[src/rtl/fifo_rd_stream_pkg.sv]
// Shared types and constants for the FIFO pop-side stream reader.
package fifo_rd_stream_pkg;

    // Skid occupancy doubles as the state encoding: EMPTY=0, ONE=1, TWO=2.
    typedef enum logic [1:0] {
        EMPTY = 2'd0,
        ONE   = 2'd1,
        TWO   = 2'd2
    } skid_state_t;

    localparam int SKID_DEPTH = 2;

endpackage

[src/rtl/stream_skid2.sv]
// Two-entry skid buffer: head drives the stream, tail absorbs one extra word
// so the upstream accept decision never has to look at out_ready.
module stream_skid2
    import fifo_rd_stream_pkg::*;
#(
    parameter int DATA_W = 1
) (
    input  logic              clk,
    input  logic              reset,
    input  logic              flush,
    input  logic              in_valid,
    input  logic [DATA_W-1:0] in_data,
    output logic              out_valid,
    output logic [DATA_W-1:0] out_data,
    input  logic              out_ready,
    output logic [1:0]        occupancy
);

    skid_state_t       state;
    logic [DATA_W-1:0] head;
    logic [DATA_W-1:0] tail;
    logic              xfer;

    assign xfer      = out_valid && out_ready;
    assign out_data  = head;
    assign occupancy = state;

    // Skid state machine: head/tail loading, drain on handshake, flush to empty.
    always_ff @(posedge clk) begin
        if (reset) begin
            state     <= EMPTY;
            out_valid <= 1'b0;
            head      <= '0;
            tail      <= '0;
        end else if (flush) begin
            // Buffered words are abandoned; stale head is masked by valid=0.
            state     <= EMPTY;
            out_valid <= 1'b0;
        end else begin
            case (state)
                EMPTY: begin
                    if (in_valid) begin
                        head      <= in_data;
                        state     <= ONE;
                        out_valid <= 1'b1;
                    end
                end
                ONE: begin
                    if (in_valid && !xfer) begin
                        tail  <= in_data;
                        state <= TWO;
                    end else if (in_valid && xfer) begin
                        head <= in_data;
                    end else if (xfer) begin
                        state     <= EMPTY;
                        out_valid <= 1'b0;
                    end
                end
                TWO: begin
                    // Upstream never offers a word while full.
                    if (xfer) begin
                        head  <= tail;
                        state <= ONE;
                    end
                end
                default: begin
                    state     <= EMPTY;
                    out_valid <= 1'b0;
                end
            endcase
        end
    end

endmodule

[src/rtl/fifo_rd_stream.sv]
// Pop-side reader: drains a show-ahead FIFO into a registered valid/ready
// stream through a 2-entry skid, counting delivered words.
module fifo_rd_stream
    import fifo_rd_stream_pkg::*;
#(
    parameter int DATA_W = 1,
    parameter int CNT_W  = 8
) (
    input  logic              clk,
    input  logic              reset,
    input  logic              fifo_empty_i,
    input  logic [DATA_W-1:0] fifo_pop_data_i,
    output logic              fifo_pop_o,
    output logic              out_valid_o,
    output logic [DATA_W-1:0] out_data_o,
    input  logic              out_ready_i,
    input  logic              flush_i,
    output logic [1:0]        occupancy_o,
    output logic [CNT_W-1:0]  delivered_o
);

    logic xfer;

    // Pop depends only on skid occupancy and FIFO flags, never on out_ready_i.
    assign fifo_pop_o = !reset && !flush_i && !fifo_empty_i
                        && (occupancy_o < 2'(SKID_DEPTH));

    assign xfer = out_valid_o && out_ready_i;

    stream_skid2 #(
        .DATA_W (DATA_W)
    ) u_skid (
        .clk       (clk),
        .reset     (reset),
        .flush     (flush_i),
        .in_valid  (fifo_pop_o),
        .in_data   (fifo_pop_data_i),
        .out_valid (out_valid_o),
        .out_data  (out_data_o),
        .out_ready (out_ready_i),
        .occupancy (occupancy_o)
    );

    // Delivered-word counter; a handshake during flush still counts.
    always_ff @(posedge clk) begin
        if (reset) begin
            delivered_o <= '0;
        end else if (xfer) begin
            delivered_o <= delivered_o + CNT_W'(1);
        end
    end

endmodule

[config.mk]
export PLATFORM = sky130hd
export DESIGN_NAME = fifo_rd_stream
export DESIGN_NICKNAME = d
export VERILOG_FILES = /design/src/rtl/fifo_rd_stream_pkg.sv /design/src/rtl/stream_skid2.sv /design/src/rtl/fifo_rd_stream.sv
export SDC_FILE = /design/constraint.sdc
export NUM_CORES = 1
export LEC_CHECK = 0
export CELL_PAD_IN_SITES_DETAIL_PLACEMENT = 1
export CELL_PAD_IN_SITES_GLOBAL_PLACEMENT = 1
export CORE_MARGIN = 2
export CORE_UTILIZATION = 42
export CTS_BUF_LIST = sky130_fd_sc_hd__clkbuf_4 sky130_fd_sc_hd__clkbuf_8 sky130_fd_sc_hd__clkbuf_16
export DETAILED_ROUTE_END_ITERATION = 16
export DONT_BUFFER_PORTS = 1
export PLACE_DENSITY = 0.74
export SLEW_MARGIN = 0
export SYNTH_ARGS = -nofsm -noshare
export SYNTH_HDL_FRONTEND = slang
export SYNTH_HIERARCHICAL = 1
export SYNTH_SLANG_ARGS = --single-unit
export TNS_END_PERCENT = 30
[constraint.sdc]
create_clock -name clk -period 2.9 [get_ports clk]
set_input_delay 0.725 -clock clk [delete_from_list [all_inputs] [get_ports clk]]
set_output_delay 0.725 -clock clk [all_outputs]
set_load 0.03 [all_outputs]
## Word-level counts from Yosys, hierarchy flattened

Cells that the tools add are included.

| storage, ports and cells | value |
|---|---|
| register bits after elaboration | 13 |
| bits in latches | 0 |
| RAM bits | 0 |
| memory bits (read-only) | 0 |
| input bits | 6 |
| output and inout port bits | 13 |
| word-level logic and storage cells | 52 |
| memories | 0 |

| cells by class | value |
|---|---|
| add/sub/neg operators | 1 |
| multipliers | 0 |
| divide/modulo/power cells | 0 |
| order comparisons | 1 |
| eq/ne operators | 10 |
| shift-type cells | 0 |
| multiplexer cells | 16 |
| bitwise gates (word level) | 2 |
| reduce and logical (&&, ||, !) cells | 17 |

Operators with widths:

| operator | count |
|---|---|
| 2-bit two-way mux | 5 |
| 8-bit by 1-bit adder with 8-bit output, second input constant | 1 |
| 1-bit two-way mux | 8 |
| 2-bit by 1-bit inequality test with 1-bit output, second input constant | 4 |
| 1-bit logical AND | 6 |
| 1-bit one-hot mux with 3 select lines | 2 |
| 2-bit one-hot mux with 3 select lines | 1 |
| 6-bit AND reduction | 1 |
| 5-bit AND reduction | 1 |
| 1-bit logical NOT | 4 |
| 2-bit inequality test, second input constant | 2 |
| 4-bit AND reduction | 1 |
| 3-bit by 1-bit inequality test with 1-bit output, second input constant | 1 |
| 3-bit by 2-bit inequality test with 1-bit output, second input constant | 1 |
| 3-bit AND reduction | 1 |
| 3-bit nonzero test | 1 |
| 2-bit by 1-bit == test with 1-bit output, second input constant | 1 |
| 2-bit == test, second input constant | 1 |
| 2-bit logical NOT | 1 |
| 2-bit less-than comparator, second input constant | 1 |
| 1-bit inverter | 2 |
| 2-bit OR reduction | 1 |

## Depth between registers and ports, before layout

| logic depth | value |
|---|---|
| depth after elaboration | 8 |
| gate-level depth with buffers | 6 |

## Hierarchy

The synthesis kept the hierarchy.

Modules (own cells, without submodules):

| module | instances | cells each | area each (µm²) |
|---|---|---|---|
| fifo_rd_stream | 1 | 41 | 352.8 |
| stream_skid2 | 1 | 29 | 267.8 |

## Worst setup path after synthesis

Ideal clock, no wire load.

| path | value |
|---|---|
| kind | input-to-reg |
| from | input port reset |
| to | register u_skid.head (netlist: u_skid/out_data) |
| library setup time | 0.086 ns |
| arrival | 3.082 ns |
| required time | 2.814 ns |
| setup slack | -0.267 ns |
| stages on the path | 6 |
| buffers on the path | 1 |
| path through | clkbuf_1 > nor4_1 > or3b_1 > a31oi_1 > nor2_1 > a211oi_1 |

| between the ends | value |
|---|---|
| longest elaborated chain between the ends | 7 |
| elaborated cells between the ends (all ways) | 10 |
| classes of those cells | eq/ne: 3; reduce/logical: 7 |

Ends and longest elaborated chain:

| what | RTL line | source |
|---|---|---|
| start: declaration | fifo_rd_stream.sv:10 | `input logic reset,` |
| 1-bit logical NOT (*) | fifo_rd_stream.sv:25 | `assign fifo_pop_o = !reset && !flush_i && !fifo_empty_i` |
| 1-bit logical AND (*) (2 in series) | fifo_rd_stream.sv:25 |  |
| 1-bit logical AND (*) | fifo_rd_stream.sv:26 | `&& (occupancy_o < 2'(SKID_DEPTH));` |
| net fifo_pop_o | fifo_rd_stream.sv:13 | `output logic fifo_pop_o,` |
| 1-bit logical AND, on equally long branches | stream_skid2.sv:52, stream_skid2.sv:49 |  |
| 2-bit by 1-bit inequality test with 1-bit output (no line) / 2-bit inequality test (equally long branches) | -- |  |
| 6-bit AND reduction (no line) (*) | -- |  |
| end signal: assignment | stream_skid2.sv:43 | `head <= in_data;` |
| end signal: assignment | stream_skid2.sv:53 | `head <= in_data;` |
| end signal: assignment | stream_skid2.sv:62 | `head <= tail;` |
| end: declaration | stream_skid2.sv:20 | `logic [DATA_W-1:0] head;` |

The timed path passes the listed nets; every way through them passes the cells marked *.
A chain may end at the register's enable or synchronous reset.

## Final worst setup path

| path | value |
|---|---|
| from | register u_skid.state[1] (netlist: u_skid/occupancy[1]) |
| to | output port fifo_pop_o |

| between the ends | value |
|---|---|
| longest elaborated chain between the ends | 2 |

Ends and longest elaborated chain:

| what | RTL line | source |
|---|---|---|
| start: declaration | stream_skid2.sv:19 | `skid_state_t state;` |
| start signal: assignment | stream_skid2.sv:31 | `state <= EMPTY;` |
| start signal: assignment | stream_skid2.sv:37 | `state <= EMPTY;` |
| start signal: assignment | stream_skid2.sv:44 | `state <= ONE;` |
| 2-bit less-than comparator | fifo_rd_stream.sv:26 |  |
| 1-bit logical AND | fifo_rd_stream.sv:26 |  |
| end: declaration | fifo_rd_stream.sv:13 |  |

Every way passes these cells.

==> results.txt <==
- The flow ran to the end, and the final reports show no timing, DRC or antenna violations.
- TritonCTS clock tree: yes
* Overall track demand over capacity in global routing: 17.40%
- The final-report hold violation count came to 0.
* Unrepaired setup endpoints after global routing: false
* Final std cell area, no fill: 676.9 sq um
- In this run the deepest clock path goes through 2 buffers.
- Summing the areas of all fa, ha and maj instances in the mapped netlist gives 2.016% of the synthesized area.
- Clock tree synthesis selected as its root buffer the cell sky130_fd_sc_hd__clkbuf_4.
* Ranking of synthesized cells by instance count: sky130_fd_sc_hd__dfxtp_1 (13), sky130_fd_sc_hd__a21oi_1 (6), sky130_fd_sc_hd__nor2_1 (5)
* Maximum resistive drop on vdd: 0.2321 mV
* Number of buffers created by CTS: 3
- Final routed DRC violation total: 0
- Flip-flop and latch count after synthesis: 13
* Proportion of synthesized area in mux cells: 3.226%
* Routability congestion estimate from global placement: 0.6658
- The clock drives 13 sinks.
* Row cnt: 13
- Count of inserted antenna diode cells: 0
- The cell count after synthesis came out at 70.
* Vias per std cell: 6.225
* Number of antenna violations at the first check in global routing: 0
* Combinational cell fraction of total power: 3.8%
- Congestion Overflow GR: 0
- STA classifies the critical path startpoint as a flop.
- Filler Cells Inserted: 166
* Internal cell power: 237.0 uW
* Overall die area: 1801 sq um
- The worst hold path belongs to the class input pin to flop.
- Share of the synthesized netlist area taken by xor and xnor gates: 2.823%
* Post-CTS setup buffer count: 0
* Count of nets left with antenna violations after detail routing: 0
- On the worst path, the slowest cell contributes a delay of 0.68 ns.
* Final Util: 50.75%
* Count of routing violations after the opening detailed-route iteration: 9
- I/O Pins: 19
- For the pin with the worst max-slew slack, the measured transition is 0.6436 ns.
- Per report_power, the sequential group accounts for 60.8% of the total.
- The analysis attributes to cell leakage a power of 0.2221 nW.
- For this run, the number of Yosys warnings is 6.
* Initial Util: 46.53%
* Async SR Flop Fraction: 0%
- Routed wirelength normalized by instance count: 16.11 microns
* Share of layout cells above drive strength 1: 12.16%
* Arrival time of data at the critical path endpoint: 1.22 ns
* Category of the worst setup path capture point: primary output
- Clock edge transition at the registers on the reported setup and hold paths: 0.08 ns
- CP max FO: 9
* Slowest cell on the critical path: sky130_fd_sc_hd__dfxtp_1
- By area, the combinational part of the netlist is dominated by simple AND/OR/NAND/NOR gates.
- The completed layout was analyzed and its total power is 305.8 uW.
- The smallest clock period supported by the final layout is computed as 1.948 ns.
* Minimum setup slack in the final design: 0.9518 ns
- In this run the number of H-tree levels came out at 1.
- The synthesized netlist contains 33 unique library cells.
* Initial DRT Pass Iterations: 4
* Mapped Area: 620.6 sq um
- Of the available clock period, the critical path in the final layout requires 67.18%.
* Maximum frequency from static timing analysis: 513.3 MHz
- sky130_fd_sc_hd__dfxtp_1 is the most common cell in the netlist.
- Synthesis-to-finish area growth: 9.073%
- After clock tree synthesis, the repair step resized 0 gates.
- Summing all placed instances gives a cell area of 649.4 sq um.
- Adding up every negative setup slack in the final design gives 0 ns.
- Max-cap violations in this run came to 0.
- Total core area: 1334 sq um
* Die Width: 42.44 microns
- In this run the power density over the cells is 451.7 nW/um^2.
* Vias in the first global route: 561
- Clk Latency, worst-skew pair: 0.26 ns
- Entering global routing, the biggest net connects 15 pins.
* Top-area cell type share of the netlist area: 41.94%
* Largest area contributor in the netlist: sky130_fd_sc_hd__dfxtp_1
* First-pass GRT wire length: 2401 microns
- From bottom edge to top edge, the die measures 42.44 microns.
- Summing the areas of all compound-gate instances in the mapped netlist gives 18.35% of the synthesized area.
- Quantity of I/O buffers inserted on ports: 0
- Slew Limit Headroom: 57.04%
- Part of the total power dissipated in the clock network: 35.4%
- Yosys mapped a number of flops with a built-in enable equal to 0.
- Predominant post-synthesis flop cell: sky130_fd_sc_hd__dfxtp_1
- Avg Synthesized Cell Area: 8.866 sq um
- Walking the worst path, the cells encountered are nor4_2, buf_4.
- Clock skew on the completed layout was measured at 0.002566 ns.
- In the final design database the tool counted 82 nets.
* Simple-gate area share of the yosys netlist: 29.23%
* Fin. max-slew vios: 0
* Final-report setup violation count: 0
- Minimum setup slack after placement: 0.7097 ns
- After clock tree synthesis, the flow added hold-fix buffers numbering 0.
- Detailed routing inserted a total of 554 vias.
* Syn_nets: 77
- Data required time at the worst endpoint: 2.17 ns
- Placed wire-length estimate after detailed placement: 1089 microns
- Cells taking the most area after synthesis: sky130_fd_sc_hd__dfxtp_1 (42%), sky130_fd_sc_hd__a21oi_1 (4.8%), sky130_fd_sc_hd__nand4b_1 (4.2%)
- Summed over all nets, the switching power comes to 68.73 uW.
- Fraction of the yosys area taken by sequential cells: 41.94%
- Summed over all layers, the routed wires come to 1434 microns.
* Fraction of power spent switching nets: 22.48%
* Critical path class: flop to primary output
sequential cells by signal, indices dropped and copies added, names as in the netlist:
register,flops
u_skid/out_valid,1
u_skid/out_data,1
u_skid/tail,1
delivered_o,8
u_skid/occupancy,2
area by class of cell:
| class | count | area (sq um) | share of cell area [%] |
|---|---|---|---|
| Clock inverter | 1 | 5.005 | 0.7394 |
| Multi-Input combinational cell | 53 | 351.6 | 51.94 |
| Tap cell | 15 | 18.77 | 2.773 |
| Inverter | 3 | 11.26 | 1.664 |
| Clock buffer | 3 | 22.52 | 3.327 |
| Sequential cell | 13 | 260.3 | 38.45 |
| Timing Repair Buffer | 1 | 7.507 | 1.109 |
kinds of logic (layout without fill, tap and decap cells):
| logic type | count (synthesis) | count (layout) |
|---|---|---|
| adders and majority gates | 1 | 1 |
| muxes | 2 | 2 |
| buffers and inverters | 4 | 8 |
| DFF | 13 | 13 |
| and+or+nand+nor | 30 | 30 |
| xor gates and xnor gates | 2 | 2 |
| AOI/OAI and AO/OA | 18 | 18 |
per-stage QoR:
stage                     hold slack, ns  instances
after global placement            0.4777         85
after CTS                         0.5089         89
final                             0.5156         89
after global routing              0.4946         89
after detailed placement          0.5134         85
after floorplan                   0.4627         70
layer usage:
| layer | track usage, % | vias to the layer above | wire length (microns) |
|---|---|---|---|
| met5 | 0 | - | 0 |
| met4 | 5.625 | 0 | 14 |
| met3 | 5.603 | 2 | 67 |
| met2 | 29.85 | 11 | 689 |
| met1 | 20.26 | 265 | 661 |
| li1 | - | 276 | - |
worst paths after layout:
kind | startpoint | endpoint | slack (ns) | depth (start not counted)
max reg2reg | u_skid/occupancy[1] | u_skid/out_data | 0.99 | 6
max | u_skid/occupancy[1] | fifo_pop_o | 0.95 | 2
min reg2reg | u_skid/tail | u_skid/tail | 0.53 | 2
min | reset | delivered_o[1] | 0.52 | 1
cell usage in the layout (no fill, tap or decap), drive strengths merged, types with 2 or more instances in the layout:
cell and n:
dfxtp 13, a21oi 6, nor2 5, nand3 4, o21ai 4, nand2 4, or3 4, inv 3
clkbuf 3, nand4b 3, mux2i 2, nand4 2
power by group through the flow:
stage / Clock [mW] / Combinational (mW) / Sequential [mW]
final: 0.108 / 0.0116 / 0.186
after CTS: 0.112 / 0.0117 / 0.186
after global routing: 0.122 / 0.0129 / 0.187
after floorplan: 0 / 0.0112 / 0.190
after global placement: 0 / 0.0113 / 0.190
after detailed placement: 0 / 0.0117 / 0.190
worst max-delay path, delay by kind of cell, from the launching register on:
family | cells | cell delay, ns
buffers and inverters | 1 | 0.20
and+or+nand+nor | 1 | 0.07
DFF | 1 | 0.68
No activity file was read; power rests on OpenSTA's default activity.
